$ cat config.mk
export PLATFORM = sky130hd
export DESIGN_NAME = fft_bitrev_buf
export DESIGN_NICKNAME = d
export VERILOG_FILES = /design/src/rtl/fft_pkg.sv /design/src/rtl/fft_reg_bank.sv /design/src/rtl/fft_bitrev_buf.sv
export SDC_FILE = /design/constraint.sdc
export NUM_CORES = 1
export LEC_CHECK = 0
export BUFFER_PORTS_ARGS = -buffer_cell sky130_fd_sc_hd__buf_2
export CAP_MARGIN = 20
export CORE_MARGIN = 1
export CORE_UTILIZATION = 40
export DETAILED_ROUTE_END_ITERATION = 10
export GPL_ROUTABILITY_DRIVEN = 0
export PLACE_DENSITY = 0.66
export SLEW_MARGIN = 20
export SYNTH_ARGS = -nofsm -noshare
export SYNTH_HDL_FRONTEND = slang
export SYNTH_SLANG_ARGS = --single-unit
$ cat constraint.sdc
create_clock -name i_clk -period 3.5 [get_ports i_clk]
set_input_delay 0.175 -clock i_clk [delete_from_list [all_inputs] [get_ports i_clk]]
set_output_delay 0.175 -clock i_clk [all_outputs]
set_load 0.005 [all_outputs]
$ cat src/rtl/fft_pkg.sv
// Shared constants and index helpers for the 16-point FFT datapath.
// The twiddle ROM, the butterfly stages and the bit-reversal buffer all
// size their address arithmetic from these definitions.
package fft_pkg;

  localparam int FFT_POINTS = 16;
  localparam int FFT_LOG2   = 4;

  // Index of one sample inside a frame.
  typedef logic [FFT_LOG2-1:0] fft_idx_t;

  // Highest index in a frame; the counters wrap after it.
  localparam fft_idx_t FFT_LAST_IDX = fft_idx_t'(FFT_POINTS - 1);

  // Reverse the FFT_LOG2 address bits: bit i of the result is bit
  // (FFT_LOG2-1-i) of the argument.
  function automatic fft_idx_t bitrev(input fft_idx_t k);
    fft_idx_t r;
    r = '0;
    for (int i = 0; i < FFT_LOG2; i++) begin
      r[i] = k[FFT_LOG2-1-i];
    end
    return r;
  endfunction

endpackage

$ cat src/rtl/fft_reg_bank.sv
// One frame of sample storage: FFT_POINTS words of N bits with a single
// synchronous write port and a single asynchronous read port. Contents
// are not reset; the owner tracks which words hold valid data.
module fft_reg_bank
  import fft_pkg::*;
#(
  parameter int N = 16
) (
  input  logic                clk,
  input  logic                we,
  input  logic [FFT_LOG2-1:0] waddr,
  input  logic [N-1:0]        wdata,
  input  logic [FFT_LOG2-1:0] raddr,
  output logic [N-1:0]        rdata
);

  logic [N-1:0] mem [FFT_POINTS];

  // Write one word on the rising edge when enabled.
  always_ff @(posedge clk) begin
    if (we) begin
      mem[waddr] <= wdata;
    end
  end

  // Read is a plain mux on the stored words, no clock involved.
  assign rdata = mem[raddr];

endmodule

$ cat src/rtl/fft_bitrev_buf.sv
// Bit-reversal reorder buffer for the 16-point FFT.
// Samples arrive in natural order and are written into one of two register
// banks. Once a bank holds a whole frame it is marked full and drained in
// bit-reversed address order while the other bank fills, giving one sample
// per cycle sustained.
//
// Handshakes: on both sides a transfer happens in any cycle where valid and
// ready are both high at the rising clock edge. The input side (i_valid /
// o_ready) holds data until accepted; the output side (o_valid / i_ready)
// keeps o_data, o_index and o_last stable while o_valid is high and i_ready
// is low. o_ready and o_valid come from registered state only, so neither
// ready input has a combinational path to the opposite side.
module fft_bitrev_buf
  import fft_pkg::*;
#(
  parameter int N = 16
) (
  input  logic         i_clk,
  input  logic         i_rst,
  input  logic         i_valid,
  input  logic [N-1:0] i_data,
  output logic         o_ready,
  output logic         o_valid,
  output logic [N-1:0] o_data,
  output logic [3:0]   o_index,
  output logic         o_last,
  input  logic         i_ready
);

  // Frame-level state: which banks hold a full frame, and the write and
  // read cursors (bank select plus position within the frame).
  logic [1:0] bank_full;
  logic [1:0] bank_full_nxt;
  logic       wr_bank;
  logic       rd_bank;
  fft_idx_t   wr_cnt;
  fft_idx_t   rd_cnt;

  // Transfer qualifiers.
  logic       wr_fire;
  logic       rd_fire;
  logic       wr_wrap;
  logic       rd_wrap;

  // Bank ports.
  logic       we0;
  logic       we1;
  fft_idx_t   raddr;
  logic [N-1:0] rdata0;
  logic [N-1:0] rdata1;

  // The writer may use its bank only while that bank is not holding a
  // frame; the reader may use its bank only while it is. A write and a read
  // in the same cycle therefore always hit different banks.
  assign o_ready = !bank_full[wr_bank];
  assign o_valid = bank_full[rd_bank];

  assign wr_fire = i_valid && o_ready;
  assign rd_fire = o_valid && i_ready;
  assign wr_wrap = wr_fire && (wr_cnt == FFT_LAST_IDX);
  assign rd_wrap = rd_fire && (rd_cnt == FFT_LAST_IDX);

  assign we0   = wr_fire && !wr_bank;
  assign we1   = wr_fire &&  wr_bank;
  assign raddr = bitrev(rd_cnt);

  fft_reg_bank #(.N(N)) u_bank0 (
    .clk   (i_clk),
    .we    (we0),
    .waddr (wr_cnt),
    .wdata (i_data),
    .raddr (raddr),
    .rdata (rdata0)
  );

  fft_reg_bank #(.N(N)) u_bank1 (
    .clk   (i_clk),
    .we    (we1),
    .waddr (wr_cnt),
    .wdata (i_data),
    .raddr (raddr),
    .rdata (rdata1)
  );

  // Output side is purely combinational from the read cursor and banks.
  assign o_data  = rd_bank ? rdata1 : rdata0;
  assign o_index = rd_cnt;
  assign o_last  = o_valid && (rd_cnt == FFT_LAST_IDX);

  // Next full flags: completing a write frame sets its bank, completing a
  // read frame clears its bank. Both can happen in one cycle on different
  // banks.
  always_comb begin
    bank_full_nxt = bank_full;
    if (wr_wrap) begin
      bank_full_nxt[wr_bank] = 1'b1;
    end
    if (rd_wrap) begin
      bank_full_nxt[rd_bank] = 1'b0;
    end
  end

  // Register the flags and advance the cursors; reset drops any partial
  // frames on both sides.
  always_ff @(posedge i_clk) begin
    if (i_rst) begin
      bank_full <= '0;
      wr_bank   <= 1'b0;
      rd_bank   <= 1'b0;
      wr_cnt    <= '0;
      rd_cnt    <= '0;
    end else begin
      bank_full <= bank_full_nxt;
      if (wr_fire) begin
        wr_cnt <= wr_cnt + fft_idx_t'(1);
      end
      if (wr_wrap) begin
        wr_bank <= !wr_bank;
      end
      if (rd_fire) begin
        rd_cnt <= rd_cnt + fft_idx_t'(1);
      end
      if (rd_wrap) begin
        rd_bank <= !rd_bank;
      end
    end
  end

endmodule

==> results of run 1 <==
-- worst min-delay path, cell delays in order --
cell     delay [ns]
buf_2          0.10
nand2_1        0.17
xnor2_1        0.10
nor2_1         0.07
-- metal layers --
metal / up-vias / wire length (µm) / GRT usage [%]
li1: 4874 / - / -
met1: 5567 / 20600 / 24.2
met2: 306 / 22400 / 28.5
met3: 64 / 2520 / 2.98
met4: 0 / 1000 / 5.11
met5: - / 0 / 0
-- synthesized netlist by cell type --
cell and count:
a21oi_1 34, a22o_1 32, a22oi_1 64, a31oi_1 16, and2_1 2, and3b_1 1, and4_1 1, buf_12 5
buf_2 19, buf_4 18, buf_6 6, buf_8 6, clkbuf_1 15, clkbuf_2 1, dfxtp_1 16, edfxtp_1 512
ha_1 5, inv_1 3, mux2_2 1, mux2i_1 257, mux2i_2 1, nand2_1 46, nand2b_1 3, nand3_1 35
nand4_1 17, nor2_1 44, nor2_4 1, nor2b_1 2, nor3_1 16, nor3b_2 1, o21a_1 1, o21ai_0 1
o22ai_1 2, or2_1 1, or2_2 1, or3_1 1, xnor2_1 3, xor2_1 3
-- metrics by stage --
step,power (µW),hold slack [ns],cells,util [%],setup slack [ns]
6_report,12500,0.0710,1994,45.6,0.330
3_5_place_dp,7360,0.512,1895,42.4,0.945
2_1_floorplan,7190,0.244,1193,-,1.60
4_1_cts,12500,0.0621,1994,45.6,0.306
3_3_place_gp,7350,0.501,1895,42.4,0.933
5_1_grt,12800,0.0914,1994,45.6,0.263
-- cells by family after synthesis --
| kind of cell | count (synthesis) |
|---|---|
| xor gates and xnor gates | 6 |
| muxes | 259 |
| buffers and inverters | 73 |
| DFF | 528 |
| and+or+nand+nor | 172 |
| AOI/OAI and AO/OA | 150 |
| adders and majority gates | 5 |
-- flip-flops by register name, summed over array words and instances, names as in the netlist, named ones only --
name / cells
u_bank0.mem: 256
u_bank1.mem: 256
o_index: 4
wr_cnt: 4
bank_full: 2
rd_bank: 1
wr_bank: 1
-- final cells by class --
cell class | count | share of cell area [%]
Clock buffer | 70 | 6.18
Clock inverter | 26 | 0.678
Inverter | 3 | 0.0480
Multi-Input combinational cell | 592 | 19.6
Sequential cell | 528 | 66.9
Tap cell | 680 | 3.63
Timing Repair Buffer | 95 | 2.95
-- worst paths after layout --
| path | startpoint | end | slack (ns) | cells past startpoint |
|---|---|---|---|---|
| max | flop | o_data[10] | 0.33 | 7 |
| min | i_ready | rd_bank | 0.07 | 4 |
| max reg2reg | wr_bank | u_bank0.mem[15][12] | 1.55 | 4 |
| min reg2reg | wr_cnt[3] | wr_cnt[3] | 0.58 | 2 |
-- power breakdown --
group	total (µW)	internal, µW	switching (µW)
logic	242	59.7	182
clock network	5250	2980	2270
registers	6980	6970	10.1
==> out/results.ini, run 1 <==
[cts]
h-tree-depth=2
cts.sinks=528
post_cts_buffers=0
cts_buffers=52
cts_tree=yes
ctsLongestPathBuffers=3
clkSlewWorstSetupHoldPaths_ns=0.06
worstSkewPairLatency_ns=0.59
cts_resized=0
root_buffer=clkbuf_16
hold_buffers=3

[route]
avgViaCountPerCell=5.42
vias=10800
wl_per_cell_um=23.3
drt_iter0_markers=1039
firstDrtPassIters=5
drc=0
final_antenna_net_count=0
wl_mm=46.5

[synthesis]
synth_top_family_by_area=multiplexers
synth-seq-cells=528
synth_xor_area_share_pct=0.252
avgSynthCellArea_um2=17.5
synth_area_leaders=edfxtp_1, mux2i_1, a22oi_1
syn-num-nets=1218
synth-simple-area-share_pct=3.86
synth_top_cell_by_area=edfxtp_1
syn-instance-count=1193
synth_mux_area_share_pct=12.5
yosysWarnings=0
synth-compound-area-share_pct=5.07
synthAdderAreaFrac_pct=0.300
synth_seq_area_share_pct=75.4
syn_area_um2=20800
synth_cell_types=38
synth_top_area_share_pct=73.8

[timing]
fin_skew_ns=0.0130
min_period_over_period_pct=90.6
slew_headroom_pct=25.4
setup_viol=0
grt_setup_unrepaired=no
drv_slew=0
setup_tns_ns=0
finalHoldViolations=0
fmax_mhz=315
tightest_slew_ns=1.12
period_minus_slack_ns=3.17

[layout]
fillers=4362
fin_area_um2=23400
final_nets=1297
final_cell_mix=edfxtp_1, mux2i_1, a22oi_1
final_common_cell=edfxtp_1
seqCellArea_um2=15700
drive_gt1_share_pct=13.6
area_growth_pct=12.6
multiInputGateArea_um2=4590
diodes=0

[place]
portBuffers=42
dp_hpwl_mm=26.8
place_area_um2=21800

[min_path]
hold_class=input pin to flop

[critical_path]
end_kind=primary output
crit_path_top_delay_cell=dfxtp_1
critical_path_required_ns=3.32
critPathKind=flop to primary output
cp_top_family=simple AND/OR/NAND/NOR gates
path_buf_inv=2
critical_path.max_stage_delay_ns=0.46
worstPathArrival_ns=3.00
path_cells=nor2b_4 -> buf_4 -> a22o_1 -> nor3_1 -> a31oi_1 -> nand3_1 -> buf_2
start_kind=flop
cp_max_fo=29

[flow_run]
maxCapViolations=0

[die]
ios=43
die_h_um=230
rows=83
start_util_pct=40.5
core_area_um2=51400
fp.dieW_um=230
die_area_um2=53000

[global_route]
grt_pass1_wl_mm=69.3
antenna_found_initial=0
grt_overflow=0
grt_use_total_pct=17.6
grt_max_degree=47
grt_pass1_vias=10900

[pwr]
ir_drop_mv=0.360
p_per_area_nw_per_um2=532
p_leak_uw=0.00711

[run_status]
status=completed

No activity file was read; power rests on OpenSTA's default activity.
==> run 2, diff against run 1 <==
- ABC_AREA: default -> 1
==> run 2 against run 1 <==
Net effect: critical path depth is 3 higher; sequential power barely moved; first-iteration DRC count is 55% higher; fmax down 1.5%; cell area is 2.7% higher; highest routed layer unchanged.
==> out/results.ini, run 2 <==
[route]
drt_iter0_markers=1615  ; +55%
wl_per_cell_um=20.4  ; -12%
vias=14100  ; +30%
final_antenna_net_count=0  ; unchanged
drc=0  ; unchanged
firstDrtPassIters=6  ; +1
wl_mm=53.7  ; +15%
avgViaCountPerCell=5.35  ; -1.4%

[place]
portBuffers=42  ; unchanged
dp_slack_ns=1.03  ; +0.0854 ns
dp_hpwl_mm=28.6  ; +6.6%
place_area_um2=22500  ; +3.1%

[synthesis]
synth_area_leaders=edfxtp_1, nand2_1, nand3_1
yosysMostFrequentCell=nand2_1
synth_top_area_share_pct=70.9  ; -3.0 points
avgSynthCellArea_um2=11.6  ; -34%
synth_cell_types=25  ; -34%
synth_top_cell_by_area=edfxtp_1
syn_area_um2=21700  ; +4.2%
syn-num-nets=1895  ; +56%
synth_ff_type=edfxtp_1
synth_edf_count=512  ; unchanged
yosysWarnings=0  ; unchanged
synthArstFlopShare_pct=0  ; unchanged
syn-instance-count=1870  ; +57%
synth-seq-cells=528  ; unchanged
synth_seq_area_share_pct=72.3  ; -3.0 points
synth_commonest_cells=nand2_1, edfxtp_1, nand3_1

[cts]
cts.sinks=528  ; unchanged
cts_tree=yes
cts_resized=0  ; unchanged
worstSkewPairLatency_ns=0.59  ; about the same
h-tree-depth=2  ; unchanged
ctsLongestPathBuffers=3  ; unchanged
post_cts_buffers=0  ; unchanged
root_buffer=clkbuf_16
hold_buffers=2  ; -1
clkSlewWorstSetupHoldPaths_ns=0.06  ; about the same
cts_buffers=51  ; -1.9%

[timing]
min_period_over_period_pct=91.9  ; +1.4 points
slew_headroom_pct=16.7  ; -8.7 points
grt_setup_unrepaired=no
fmax_mhz=311  ; -1.5%
timing.final.ws_setup_ns=0.282  ; -0.0479 ns
setup_tns_ns=0  ; unchanged
fin_skew_ns=0.0185  ; +0.00542 ns
tightest_slew_ns=1.25  ; +0.131 ns
setup_viol=0  ; unchanged
drv_slew=0  ; unchanged
period_minus_slack_ns=3.22  ; +0.0479 ns
finalHoldViolations=0  ; unchanged

[layout]
drive_gt1_share_pct=9.74  ; -3.9 points
final_cell_mix=nand2_1, edfxtp_1, nand3_1
fillers=4697  ; +7.7%
final_common_cell=nand2_1
area_growth_pct=11.0
fin_area_um2=24100  ; +2.7%
final_nets=1929  ; +49%
top_regs=u_bank0.mem (256), u_bank1.mem (256)
diodes=0  ; unchanged

[global_route]
grt_pass1_wl_mm=81.1  ; +17%
grt_use_met1_pct=26.8  ; +2.6 points
gr-usage-met2_pct=31.6  ; +3.1 points
grt_pass1_vias=13200  ; +21%
grt_use_total_pct=19.3  ; +1.8 points
antenna_found_initial=0  ; unchanged
grt_overflow=0  ; unchanged
busiest_layer=met2
met3_usage_pct=3.01  ; +0.031 points
grt_max_degree=211  ; +350%

[run_status]
status=completed

[min_path]
hold_class=input pin to flop

[pwr]
finalPower_uw=12400  ; -0.38%
p_leak_uw=0.00872  ; +23%
swShare_pct=19.7  ; -0.11 points
pwr-share-clk_pct=41.8  ; -0.3 points
p_seq_share_pct=56.2  ; +0.2 points
p_per_area_nw_per_um2=516  ; -3.0%
ir_drop_mv=0.443  ; +23%
p_int_uw=9980  ; -0.25%
power_switching_uw=2440  ; -0.94%
pwr-share-comb_pct=2.1  ; +0.2 points

[die]
core_area_um2=53100  ; +3.2%
die_h_um=235  ; +2.0%
rows=84  ; +1.2%
start_util_pct=40.9  ; +0.36 points
ios=43  ; unchanged
die_area_um2=55200  ; +4.1%
fp.dieW_um=235  ; +2.0%

[critical_path]
cp_max_fo=210  ; +620%
end_kind=primary output
critical_path_required_ns=3.32  ; about the same
critPathKind=flop to primary output
worstPathArrival_ns=3.04  ; +0.04 ns
start_kind=flop

[flow_run]
maxCapViolations=0  ; unchanged

[run 2: changes by cell type after synthesis, moves of 19 or more]
cell,delta
mux2i_1,-257
nand3_1,+361
nand2_1,+689
buf_6,+20
a22oi_1,-64
a22o_1,-32
a21oi_1,-29
buf_2,+19
[run 2: power by group through the flow]
stage	combinational (µW)	clock (µW)	sequential (µW)
after floorplan	79.7	0	7110
after global placement	244	0	7110
after detailed placement	253	0	7110
after CTS	255	5260	6980
after global routing	276	5490	6980
final	257	5190	6980
[run 2: final timing paths]
path	slack, ns	start	cells after the start	end
setup reg to reg	1.30	wr_cnt[2]	7	u_bank0.mem[15][10]
hold / removal	0.06	i_valid	3	wr_cnt[1]
setup / recovery	0.28	flop	10	o_data[11]
hold reg to reg	0.51	bank_full[0]	2	bank_full[0]
[run 2: worst max-delay path, cell delays in order (launching register included)]
cell and delay (ns):
dfxtp_4 0.39, buf_12 0.47, nand2_1 0.11, nand3_1 0.13, nand3_1 0.13, nand2_1 0.17, nand2_1 0.11, nand2_1 0.08
nand2_1 0.09, nand2_1 0.21, buf_2 0.15
[run 2: area by class of cell]
type | count | area (µm²) | area share (%)
clock buffers | 70 | 1420 | 5.90
clock inverters | 19 | 136 | 0.567
inverters | 25 | 106 | 0.442
multi-input cells | 1206 | 5180 | 21.5
flip-flops and latches | 528 | 15700 | 65.2
well taps | 688 | 861 | 3.58
repair buffers | 92 | 666 | 2.77
[run 2: layer usage]
metal	routed length, µm	vias up
met2	25600	584
met4	1320	0
met5	0	-
met3	4090	82
li1	-	6552
met1	22700	6837
[run 2: logic make-up after synthesis]
family	after synthesis	share of synthesized area, %
simple gates	1187	23.1
flops	528	72.3
buf+inv	136	3.92
compound gates	14	0.358
fa+ha+maj	5	0.288
[run 2: per-stage QoR]
step,hold slack [ns],cells,utilization [%]
CTS,0.0203,2628,45.4
global placement,0.460,2537,42.4
finish,0.0602,2628,45.4
floorplan,0.244,1870,-
detailed placement,0.461,2537,42.4
global route,0.0574,2628,45.4
